## src/rtl/scope_ctrl_pkg.sv

```systemverilog
// scope_ctrl_pkg: shared mode encodings, reset defaults and saturation limits for scope_controls_multi.
package scope_ctrl_pkg;
    typedef enum logic [1:0] {
        MODE_CURSOR = 2'b00,
        MODE_WAVE   = 2'b01,
        MODE_RSVD   = 2'b10,
        MODE_LOCK   = 2'b11
    } mode_e;
    localparam int CUR_X1_RST  = 32;
    localparam int CUR_X2_RST  = 90;
    localparam int CUR_Y1_RST  = 25;
    localparam int CUR_Y2_RST  = 100;
    localparam int OFFSET_BASE = 30;
    localparam int OFFSET_STEP = 170;
    localparam int SHIFT_MAX   = 15;
    localparam int SA_MAX      = 63;
endpackage

```

## src/rtl/button_conditioner.sv

```systemverilog
// button_conditioner: 2-flop sync, debounce, single press pulse and optional auto-repeat for one active-low KEY.
// Auto-repeat timer exists only when SCOPE_CTRL_AUTOREPEAT_EN is defined.
module button_conditioner #(
    parameter int DEB_CYCLES = 50000,
    parameter int RPT_DELAY  = 25000000,
    parameter int RPT_RATE   = 2500000
) (
    input  logic clk,
    input  logic rst_n,
    input  logic i_butt_n,
    output logic o_evt,
    output logic o_rpt
);
    localparam int DW = $clog2(DEB_CYCLES + 1);
    if (DEB_CYCLES < 1 || RPT_RATE < 1 || RPT_RATE > RPT_DELAY) begin : g_bad_param
        $error("button_conditioner: need DEB_CYCLES >= 1 and 1 <= RPT_RATE <= RPT_DELAY");
    end
    logic          r_s1, r_s2, r_deb, r_deb_d, r_armed, r_evt;
    logic [DW-1:0] r_cnt;
    logic          w_diff, w_done;
    assign w_diff = r_s2 != r_deb;
    assign w_done = r_cnt == DW'(DEB_CYCLES - 1);
    assign o_evt  = r_evt;
    // Levels are stored as "pressed" = 1; reset assumes pressed so a held key needs a release first.
    always_ff @(posedge clk) begin
        if (!rst_n) begin
            r_s1    <= 1'b1;
            r_s2    <= 1'b1;
            r_deb   <= 1'b1;
            r_deb_d <= 1'b1;
            r_armed <= 1'b0;
            r_evt   <= 1'b0;
            r_cnt   <= '0;
        end else begin
            r_s1    <= ~i_butt_n;
            r_s2    <= r_s1;
            r_cnt   <= (w_diff && !w_done) ? r_cnt + 1'b1 : '0;
            r_deb   <= (w_diff && w_done) ? r_s2 : r_deb;
            r_deb_d <= r_deb;
            r_armed <= r_armed | ~r_deb;
            r_evt   <= r_deb & ~r_deb_d & r_armed;
        end
    end
`ifdef SCOPE_CTRL_AUTOREPEAT_EN
    localparam int RW = $clog2(RPT_DELAY + 1);
    logic [RW-1:0] r_rcnt;
    logic          r_rpt, w_held, w_fire;
    assign w_held = r_deb & r_deb_d;
    assign w_fire = w_held && r_rcnt == RW'(RPT_DELAY - 1);
    assign o_rpt  = r_rpt;
    always_ff @(posedge clk) begin
        if (!rst_n) begin
            r_rcnt <= '0;
            r_rpt  <= 1'b0;
        end else begin
            r_rcnt <= !w_held ? '0 : w_fire ? RW'(RPT_DELAY - RPT_RATE) : r_rcnt + 1'b1;
            r_rpt  <= w_fire;
        end
    end
`else
    assign o_rpt = 1'b0;
`endif
endmodule

```

## src/rtl/scope_controls_multi.sv

```systemverilog
// scope_controls_multi: front-panel controller turning switches and KEYs into cursor, wave and timebase settings.
// Define SCOPE_CTRL_AUTOREPEAT_EN to enable auto-repeat of cursor moves and offset steps on held KEYs.
module scope_controls_multi
    import scope_ctrl_pkg::*;
#(
    parameter int N_CH       = 2,
    parameter int CW         = 11,
    parameter int X_MAX      = 639,
    parameter int Y_MAX      = 479,
    parameter int DEB_CYCLES = 50000,
    parameter int RPT_DELAY  = 25000000,
    parameter int RPT_RATE   = 2500000
) (
    input  logic                buttonClock,
    input  logic                resetN,
    input  logic [9:0]          switch,
    input  logic [3:0]          butt,
    output logic [CW-1:0]       cursorX1Out,
    output logic [CW-1:0]       cursorX2Out,
    output logic [CW-1:0]       cursorY1Out,
    output logic [CW-1:0]       cursorY2Out,
    output logic                cursorX_ENOut,
    output logic                cursorY_ENOut,
    output logic [N_CH-1:0]     waveENOut,
    output logic [N_CH-1:0]     holdOut,
    output logic [N_CH*CW-1:0]  offsetOut,
    output logic [N_CH*4-1:0]   shiftDownOut,
    output logic [N_CH*6-1:0]   sampleAdjustOut
);
    localparam logic [CW-1:0] XM = CW'(X_MAX);
    localparam logic [CW-1:0] YM = CW'(Y_MAX);
    localparam logic [CW-1:0] OM = '1;
    logic [9:0]      r_sw1, r_sw2;
    logic [3:0]      w_evt, w_rpt, w_ok, w_pick;
    mode_e           w_mode;
    logic [CW-1:0]   r_x1, r_x2, r_y1, r_y2;
    logic            r_xen, r_yen;
    logic [N_CH-1:0] r_wen, r_hold;
    logic [CW-1:0]   r_off [N_CH];
    logic [3:0]      r_sd  [N_CH];
    logic [5:0]      r_sa  [N_CH];
    genvar g;
    for (g = 0; g < 4; g++) begin : g_btn
        button_conditioner #(
            .DEB_CYCLES(DEB_CYCLES),
            .RPT_DELAY (RPT_DELAY),
            .RPT_RATE  (RPT_RATE)
        ) u_btn (
            .clk     (buttonClock),
            .rst_n   (resetN),
            .i_butt_n(butt[g]),
            .o_evt   (w_evt[g]),
            .o_rpt   (w_rpt[g])
        );
    end
    // Repeats may only move cursors or step the offset; hold, shiftDown and sampleAdjust stay single-shot.
    always_comb begin
        w_mode = mode_e'(r_sw2[9:8]);
        w_ok   = w_evt | (w_rpt & (w_mode == MODE_CURSOR ? 4'hF : (w_mode == MODE_WAVE && r_sw2[1]) ? 4'hC : 4'h0));
        w_pick = w_ok[3] ? 4'b1000 : w_ok[2] ? 4'b0100 : w_ok[1] ? 4'b0010 : w_ok[0] ? 4'b0001 : 4'b0000;
    end
    always_ff @(posedge buttonClock) begin
        if (!resetN) begin
            r_sw1  <= '0;
            r_sw2  <= '0;
            r_x1   <= CW'(CUR_X1_RST);
            r_x2   <= CW'(CUR_X2_RST);
            r_y1   <= CW'(CUR_Y1_RST);
            r_y2   <= CW'(CUR_Y2_RST);
            r_xen  <= 1'b0;
            r_yen  <= 1'b0;
            r_wen  <= '0;
            r_hold <= '0;
            for (int k = 0; k < N_CH; k++) begin
                r_off[k] <= CW'(OFFSET_BASE + OFFSET_STEP * k);
                r_sd[k]  <= '0;
                r_sa[k]  <= '0;
            end
        end else begin
            r_sw1 <= switch;
            r_sw2 <= r_sw1;
            if (w_mode == MODE_CURSOR) begin
                r_xen <= r_sw2[0];
                r_yen <= r_sw2[1];
                case (r_sw2[3:2])
                    2'b01: begin
                        if (w_pick[3] && r_x1 < XM) r_x1 <= r_x1 + 1'b1;
                        if (w_pick[2] && r_x1 != '0) r_x1 <= r_x1 - 1'b1;
                        if (w_pick[1] && r_x2 < XM) r_x2 <= r_x2 + 1'b1;
                        if (w_pick[0] && r_x2 != '0) r_x2 <= r_x2 - 1'b1;
                    end
                    2'b10: begin
                        if (w_pick[3] && r_y1 < YM) r_y1 <= r_y1 + 1'b1;
                        if (w_pick[2] && r_y1 != '0) r_y1 <= r_y1 - 1'b1;
                        if (w_pick[1] && r_y2 < YM) r_y2 <= r_y2 + 1'b1;
                        if (w_pick[0] && r_y2 != '0) r_y2 <= r_y2 - 1'b1;
                    end
                    2'b11: begin
                        if (w_pick[3] && r_y1 < YM && r_y2 < YM) begin
                            r_y1 <= r_y1 + 1'b1;
                            r_y2 <= r_y2 + 1'b1;
                        end
                        if (w_pick[2] && r_y1 != '0 && r_y2 != '0) begin
                            r_y1 <= r_y1 - 1'b1;
                            r_y2 <= r_y2 - 1'b1;
                        end
                        if (w_pick[1] && r_x1 < XM && r_x2 < XM) begin
                            r_x1 <= r_x1 + 1'b1;
                            r_x2 <= r_x2 + 1'b1;
                        end
                        if (w_pick[0] && r_x1 != '0 && r_x2 != '0) begin
                            r_x1 <= r_x1 - 1'b1;
                            r_x2 <= r_x2 - 1'b1;
                        end
                    end
                    default: ;
                endcase
            end
            if (w_mode == MODE_WAVE) begin
                for (int k = 0; k < N_CH; k++) begin
                    if (r_sw2[7:4] == 4'(k)) begin
                        r_wen[k] <= r_sw2[0];
                        if (w_pick[1]) r_hold[k] <= 1'b1;
                        if (w_pick[0]) r_hold[k] <= 1'b0;
                        if (r_sw2[1]) begin
                            if (w_pick[3] && r_off[k] != OM) r_off[k] <= r_off[k] + 1'b1;
                            if (w_pick[2] && r_off[k] != '0) r_off[k] <= r_off[k] - 1'b1;
                        end else if (r_sw2[2]) begin
                            if (w_pick[3] && r_sd[k] != 4'(SHIFT_MAX)) r_sd[k] <= r_sd[k] + 1'b1;
                            if (w_pick[2] && r_sd[k] != '0) r_sd[k] <= r_sd[k] - 1'b1;
                        end else if (r_sw2[3]) begin
                            if (w_pick[3] && r_sa[k] != 6'(SA_MAX)) r_sa[k] <= r_sa[k] + 1'b1;
                            if (w_pick[2] && r_sa[k] != '0) r_sa[k] <= r_sa[k] - 1'b1;
                        end
                    end
                end
            end
        end
    end
    assign cursorX1Out   = r_x1;
    assign cursorX2Out   = r_x2;
    assign cursorY1Out   = r_y1;
    assign cursorY2Out   = r_y2;
    assign cursorX_ENOut = r_xen;
    assign cursorY_ENOut = r_yen;
    assign waveENOut     = r_wen;
    assign holdOut       = r_hold;
    for (g = 0; g < N_CH; g++) begin : g_pack
        assign offsetOut[g*CW +: CW]    = r_off[g];
        assign shiftDownOut[g*4 +: 4]   = r_sd[g];
        assign sampleAdjustOut[g*6 +: 6] = r_sa[g];
    end
endmodule

```

## config.mk

```make
export PLATFORM = sky130hd
export DESIGN_NAME = scope_controls_multi
export DESIGN_NICKNAME = d
export VERILOG_FILES = /design/src/rtl/scope_ctrl_pkg.sv /design/src/rtl/button_conditioner.sv /design/src/rtl/scope_controls_multi.sv
export SDC_FILE = /design/constraint.sdc
export NUM_CORES = 1
export LEC_CHECK = 0
export CORE_MARGIN = 3
export CORE_UTILIZATION = 30
export CTS_BUF_LIST = sky130_fd_sc_hd__clkbuf_4 sky130_fd_sc_hd__clkbuf_8
export CTS_CLUSTER_DIAMETER = 50
export DETAILED_ROUTE_END_ITERATION = 7
export GPL_TIMING_DRIVEN = 0
export SKIP_CTS_REPAIR_TIMING = 1
export SLEW_MARGIN = 30
export SYNTH_ARGS = -nofsm -noshare
export SYNTH_HDL_FRONTEND = slang
export SYNTH_SLANG_ARGS = --single-unit
```

## constraint.sdc

```tcl
create_clock -name buttonClock -period 3.09 [get_ports buttonClock]
set_clock_uncertainty 0.05 [all_clocks]
set_input_delay 0.309 -clock buttonClock [delete_from_list [all_inputs] [get_ports buttonClock]]
set_output_delay 0.309 -clock buttonClock [all_outputs]
set_load 0.005 [all_outputs]
```

==> results of run 1 <==
==> stage by stage <==
stage               total power, mW  instance area [µm²]  utilization (%)  worst slack (ns)
finish                        4.727                13170            37.57           -0.1517
global route                  4.925                13170            37.57           -0.2748
CTS                           4.775                12870            36.72           -0.4873
detailed placement            3.111                12500            35.65           -0.8288
global placement              3.103                12480            35.62           -0.8337
floorplan                     2.961                10840                -         0.0003904
==> flip-flops by register name, summed over array words and instances, names as in the netlist <==
| name | count |
|---|---|
| g_btn.u_btn.r_deb_d | 4 |
| waveENOut | 2 |
| cursorX2Out | 11 |
| r_sw1 | 10 |
| cursorX1Out | 11 |
| r_sa | 12 |
| g_btn.u_btn.r_cnt | 64 |
| r_off | 22 |
| cursorY1Out | 11 |
| cursorY2Out | 11 |
| r_sd | 8 |
| g_btn.u_btn.r_s2 | 4 |
| g_btn.u_btn.r_s1 | 4 |
| cursorY_ENOut | 1 |
| cursorX_ENOut | 1 |
| r_sw2 | 10 |
| holdOut | 2 |
| g_btn.u_btn.o_evt | 4 |
| g_btn.u_btn.r_armed | 4 |
| g_btn.u_btn.r_deb | 4 |
==> layout make-up <==
cell class	instances	share of cell area (%)
clock inverters	15	1.074
multi-input cells	922	46.70
repair buffers	120	8.969
inverters	53	1.511
clock buffers	17	1.777
well taps	455	4.323
flip-flops and latches	200	33.64
plain buffers	52	2.005
==> worst paths after layout <==
kind	endpoint	slack, ns
hold reg to reg	g_btn[3].u_btn.o_evt	0.34
setup reg to reg	r_off[0][9]	-0.15
hold / removal	g_btn[0].u_btn.r_s1	0.28
setup / recovery	r_off[0][9]	-0.15
==> worst max-delay path, stage by stage, from the launching register on <==
cell      delay (ns)
dfxtp_2         0.34
or4_4           0.56
nor3_4          0.25
nand4_1         0.26
inv_2           0.25
ha_4            0.22
a21o_1          0.19
a21oi_2         0.21
o21bai_4        0.10
a31o_4          0.27
nor4b_4         0.22
nor4_2          0.07
==> logic make-up after synthesis <==
kind of cell,Yosys count
AO/OA/AOI/OAI,218
XOR/XNOR,75
adder cells (fa/ha/maj),37
buffers and inverters,105
flip-flops,200
multiplexers,40
AND/OR/NAND/NOR,552
==> per-layer routing <==
layer	global-route usage [%]	up-vias	routed length (µm)
li1	-	4709	-
met1	20.26	4630	13650
met2	23.82	194	13540
met3	3.057	31	1358
met4	4.832	0	614
met5	0	-	0
==> power breakdown <==
| part | switching, mW | internal (mW) | leakage, nW |
|---|---|---|---|
| combinational | 0.171 | 0.138 | 2.64 |
| sequential | 0.0501 | 2.71 | 1.69 |
| clock | 1.00 | 0.658 | 0.193 |
==> placed cells by master, fill, tap and decap left out, drive strengths merged, types with 6 or more instances in the layout <==
master           n
and3            30
nor3b            6
a21o            10
mux2i           31
nor4b            6
nor3            36
buf             26
nand3b           7
or4             12
edfxtp          42
clkbuf          55
a21oi           59
nand4           38
nand3           61
o211ai           7
o21ai           37
a31oi            7
xnor2           39
mux2             9
xor2            36
ha              34
a311oi           7
nor2           128
o2111ai          8
or3             19
nand2          109
inv             60
and2            28
dfxtp          158
nor2b            8
clkdlybuf4s50  107
nor4            16
nand2b          34
a211oi          15
==> impl_metrics.py, run 1 <==
metrics = {
    "sta": {
        "slew_headroom_pct": 46.70,
        "final.setup.worst_slack_ns": -0.1517,
        "finalHoldViolations": 0,
        "finalCriticalPeriod_ns": 3.242,
        "total_negative_setup_slack_ns": -0.5382,
        "clock.fmax_mhz": 308.5,
        "post-route-period-util_pct": 104.9,
        "final_max_slew_viol_count": 0,
        "timing.hold.ws_ns": 0.2774,
        "unrepaired_setup_endpoints_after_global_routing": "yes",
        "worst-slew-pin-transition_ns": 0.7995,
        "timing.final.setup_violations": 6,
    },
    "clock_network": {
        "cts.sinks": 200,
        "clock-root-buffer": "clkbuf_8",
        "clock_path_buffers": 2,
        "clk_pin_slew_worst_paths_ns": 0.11,
        "htree_num_levels": 4,
        "cts-buffers-inserted": 17,
        "worstSkewPairLatency_ns": 0.48,
        "tritoncts": "yes",
    },
    "logic_synthesis": {
        "yosysWarnings": 0,
        "synthMostInstantiatedCell": "dfxtp_1",
        "compound_gate_fraction_of_synth_area_pct": 14.29,
        "synth_top_cells_by_count": "158 x dfxtp_1, 128 x nor2_1, 109 x nand2_1",
        "synth_top_cells_by_area": "dfxtp_1 29%, edfxtp_1 12%, nor2_1 4.4%",
        "postSynthNetCount": 1280,
        "synth_enable_flop_cells": 42,
        "synth_top_family_by_area": "simple AND/OR/NAND/NOR gates",
        "yosysSeqAreaShare_pct": 40.85,
        "synth_largest_area_cell": "dfxtp_1",
        "synth.ff_latch_count": 200,
        "yosys-mux-area-fraction_pct": 3.835,
        "dominantRegCellSynth": "dfxtp_1",
        "asyncSetResetFlopFracSynth_pct": 0,
        "synthesis.area_per_instance_um2": 8.827,
        "yosys.area_share.adder_pct": 4.482,
        "synth-xor-area-share_pct": 6.065,
        "cells_after_synth": 1227,
        "ys_types": 90,
        "synthesis.area_um2": 10830,
        "netlist.area_leader.share_pct": 29.21,
        "area_fraction_in_and_or_nand_and_nor_cells_after_synthesis_pct": 26.28,
    },
    "final_layout": {
        "layout.filler_cells": 3612,
        "multi_input_area_um2": 6150,
        "antenna_diode_count": 0,
        "area_growth_syn_to_layout_pct": 21.59,
        "total_area_of_sequential_cells_um2": 4431,
        "instances_no_fill": 1834,
        "num-nets-final": 1419,
        "fraction_of_final_layout_cells_sized_beyond_drive_strength_1_pct": 9.500,
    },
    "route": {
        "post_drt_wl_per_cell_um": 15.90,
        "avgViaCountPerCell": 5.215,
        "dr.first_iter.drc_count": 566,
        "drt_first_pass_iters": 5,
        "route.final.wire_length_um": 29160,
        "remaining_drc_errors": 0,
        "postRouteAntennaNets": 0,
        "dr_total_vias": 9564,
    },
    "setup_path": {
        "worst-endpoint-arrival_ns": 3.43,
        "rr_startpoint": "r_sw2[6]",
        "setup.worst_path.start_class": "register",
        "timing_worst_setup_path_type": "register to register",
        "critical_path_origin": "r_sw2[6]",
        "setup.worst_path.end_class": "register",
        "timing.reg2reg.worst_path_depth": 11,
        "path_max_fanout": 4,
        "critPathRequiredTime_ns": 3.27,
    },
    "status": {
        "run_status": "complete, but fails checks",
        "violations": "setup timing",
    },
    "grt": {
        "number_of_antenna_violations_at_the_first_check_in_global_routing": 0,
        "grt_usage_pct": 14.92,
        "grt_pass1_vias": 9088,
        "grt_remaining_overflow": 0,
        "grt_first_pass_wirelength_um": 47230,
        "grt_start_max_net_pins": 19,
    },
    "floorplanning": {
        "rows": 68,
        "die_w_um": 196.0,
        "io-pin-count": 108,
        "die_h_um": 196.0,
        "dieArea_um2": 38420,
        "floorplan.core_area_um2": 35050,
        "initial_utilization_pct": 30.90,
    },
    "job": {
        "max_cap_check_violation_count": 0,
    },
    "placement": {
        "post-place-cells": 1789,
        "port-buffer-count": 107,
        "gpl.final_weighted_congestion": 0.8887,
        "detailedPlacementHpwl_um": 21300,
    },
    "worst_hold_path": {
        "hp-class": "input port to register",
        "worst_hold_startpoint": "butt[0]",
        "worst_hold_path_cells": 2,
    },
    "power": {
        "static-leakage-power_nw": 4.529,
        "powerDensity_nw_per_um2": 358.9,
        "max-vdd-ir-drop_mv": 0.2497,
    },
}
No activity file was read; power rests on OpenSTA's default activity.
==> run 2, diff against run 1 <==
--- a/config.mk
+++ b/config.mk
@@ -12,6 +12,7 @@
 export DETAILED_ROUTE_END_ITERATION = 7
 export GPL_TIMING_DRIVEN = 0
 export SKIP_CTS_REPAIR_TIMING = 1
+export SKIP_LAST_GASP = 1
 export SLEW_MARGIN = 30
 export SYNTH_ARGS = -nofsm -noshare
 export SYNTH_HDL_FRONTEND = slang
==> run 2 against run 1 <==
Net effect: the flow still finishes with violations (setup timing); critical path type unchanged; clock-buffer cell count unchanged; hold slack barely moved; critical path depth did not move; highest routed layer unchanged; sequential power hardly changed.
==> impl_metrics.py, run 2 (same netlist as run 1, synthesis figures left out) <==
metrics = {
    "job": {
        "max_cap_check_violation_count": 0,
    },
    "final_layout": {
        "num-nets-final": 1419,
        "reg_top3": "g_btn.u_btn.r_cnt: 64 flops, r_off: 22 flops, r_sa: 12 flops",
        "largest_register_ff_count": 64,
        "final_cell_mix": "153 x dfxtp_1, 128 x nor2_1, 107 x nand2_1, 107 x clkdlybuf4s50_1, 59 x nand3_1",
        "instances_no_fill": 1834,
        "area_growth_syn_to_layout_pct": 21.52,
        "final_common_cell": "dfxtp_1",
        "antenna_diode_count": 0,
        "fraction_of_final_layout_cells_sized_beyond_drive_strength_1_pct": 9.427,
        "finalInstanceArea_um2": 13160,
        "max_flop_register": "g_btn.u_btn.r_cnt",
    },
    "setup_path": {
        "worst-endpoint-arrival_ns": 3.43,
        "setup.worst_path.start_class": "register",
        "setup.worst_path.end_class": "register",
        "slowest_delay_ns": 0.56,
        "timing.reg2reg.worst_path_depth": 11,
        "critPathRequiredTime_ns": 3.27,
        "path_max_fanout": 4,
        "timing_worst_setup_path_type": "register to register",
        "crit_slowest_cell": "or4_4",
        "worstPathCellList": "or4_4, nor3_4, nand4_1, inv_2, ha_4, a21o_1, a21oi_2, o21bai_4, a31o_4, nor4b_4, nor4_2",
    },
    "route": {
        "route.final.wire_length_um": 29210,
        "post_drt_wl_per_cell_um": 15.93,
        "drt_first_pass_iters": 5,
        "dr.first_iter.drc_count": 565,
        "dr_total_vias": 9558,
        "postRouteAntennaNets": 0,
        "remaining_drc_errors": 0,
        "avgViaCountPerCell": 5.212,
    },
    "grt": {
        "grt_remaining_overflow": 0,
        "grt_first_pass_wirelength_um": 47230,
        "grt_start_max_net_pins": 19,
        "grt_pass1_vias": 9088,
        "grt_usage_pct": 14.92,
        "number_of_antenna_violations_at_the_first_check_in_global_routing": 0,
    },
    "sta": {
        "timing.hold.ws_ns": 0.2773,
        "final.setup.worst_slack_ns": -0.1533,
        "clock.fmax_mhz": 308.3,
        "finalCriticalPeriod_ns": 3.243,
        "slew_headroom_pct": 46.74,
        "post-route-period-util_pct": 105.0,
        "final_max_slew_viol_count": 0,
        "worst-slew-pin-transition_ns": 0.7989,
        "finalHoldViolations": 0,
        "unrepaired_setup_endpoints_after_global_routing": "yes",
        "timing.final.setup_violations": 6,
    },
    "placement": {
        "pre_cts_slack_ns": -0.8288,
        "post-place-cells": 1789,
        "detailedPlacementHpwl_um": 21300,
        "port-buffer-count": 107,
        "place_area_um2": 12500,
        "gpl.final_weighted_congestion": 0.8887,
    },
    "power": {
        "share_seq_of_total_power_pct": 58.4,
        "switching_share_pct": 25.83,
        "power.switching_mw": 1.220,
        "powerDensity_nw_per_um2": 358.9,
        "power.share.clock_pct": 35.1,
        "gate_power_share_pct": 6.5,
        "max-vdd-ir-drop_mv": 0.2498,
        "power.internal_mw": 3.504,
        "static-leakage-power_nw": 4.528,
    },
    "clock_network": {
        "tritoncts": "yes",
        "cts.sinks": 200,
        "clock-root-buffer": "clkbuf_8",
        "cts-buffers-inserted": 17,
        "clk_pin_slew_worst_paths_ns": 0.11,
        "htree_num_levels": 4,
        "worstSkewPairLatency_ns": 0.48,
        "clock_path_buffers": 2,
    },
    "status": {
        "violations": "setup timing",
        "run_status": "complete, but fails checks",
    },
    "floorplanning": {
        "floorplan.core_area_um2": 35050,
        "dieArea_um2": 38420,
        "io-pin-count": 108,
        "die_w_um": 196.0,
        "die_h_um": 196.0,
        "initial_utilization_pct": 30.90,
        "rows": 68,
    },
    "worst_hold_path": {
        "hp-class": "input port to register",
        "worst_hold_path_cells": 2,
    },
}
==> run 2: cell types whose count changed in the layout (fill, tap and decap cells not counted) <==
cell	before	now
nand2b_4	1	0
nand2b_1	33	34
==> run 2: cell type report <==
class / instances / area [µm²]
flip-flops and latches: 200 / 4431
fillers: 3610 / 21890
clock buffers: 17 / 234.0
multi-input cells: 922 / 6142
well taps: 455 / 569.3
clock inverters: 15 / 141.4
repair buffers: 120 / 1181
plain buffers: 52 / 264.0
inverters: 53 / 198.9
==> run 2: power groups by stage <==
stage,combinational (mW),sequential (mW),clock (mW)
after CTS,0.295,2.76,1.72
after global placement,0.288,2.81,0
final,0.309,2.76,1.66
after detailed placement,0.294,2.82,0
after floorplan,0.158,2.80,0
after global routing,0.342,2.77,1.82
==> run 2: stage by stage <==
| stage | TNS (ns) | utilization [%] | power [mW] |
|---|---|---|---|
| after global routing | -1.306 | 37.55 | 4.925 |
| after floorplan | 0 | - | 2.961 |
| final | -0.5310 | 37.55 | 4.723 |
| after CTS | -9.198 | 36.72 | 4.775 |
| after global placement | -30.97 | 35.62 | 3.103 |
| after detailed placement | -31.21 | 35.65 | 3.111 |
==> run 2: worst paths after layout <==
path / from / end / slack (ns)
max reg2reg: r_sw2[6] / r_off[0][9] / -0.15
min reg2reg: g_btn[3].u_btn.r_deb_d / g_btn[3].u_btn.o_evt / 0.34
max: r_sw2[6] / r_off[0][9] / -0.15
min: butt[0] / g_btn[0].u_btn.r_s1 / 0.28
==> run 2: per-layer routing <==
metal / GRT usage (%) / up-vias / routed length (µm)
met1: 20.26 / 4633 / 13580
met5: 0 / - / 0
met3: 3.057 / 30 / 1489
li1: - / 4703 / -
met4: 4.832 / 0 / 618
met2: 23.82 / 192 / 13530
==> run 2: worst max-delay path, delay by kind of cell, from the launching register on <==
| kind | cells | cell delay (ns) |
|---|---|---|
| simple gates | 5 | 1.36 |
| fa+ha+maj | 1 | 0.22 |
| flops | 1 | 0.33 |
| buf+inv | 1 | 0.25 |
| compound gates | 4 | 0.77 |
==> run 3, diff against run 2 <==
--- a/config.mk
+++ b/config.mk
@@ -8,7 +8,7 @@
 export CORE_MARGIN = 3
 export CORE_UTILIZATION = 30
 export CTS_BUF_LIST = sky130_fd_sc_hd__clkbuf_4 sky130_fd_sc_hd__clkbuf_8
-export CTS_CLUSTER_DIAMETER = 50
+export CTS_CLUSTER_DIAMETER = 30
 export DETAILED_ROUTE_END_ITERATION = 7
 export GPL_TIMING_DRIVEN = 0
 export SKIP_CTS_REPAIR_TIMING = 1
==> results of run 3 <==
The final DEF is identical to that of run 2; final timing and power are the same.
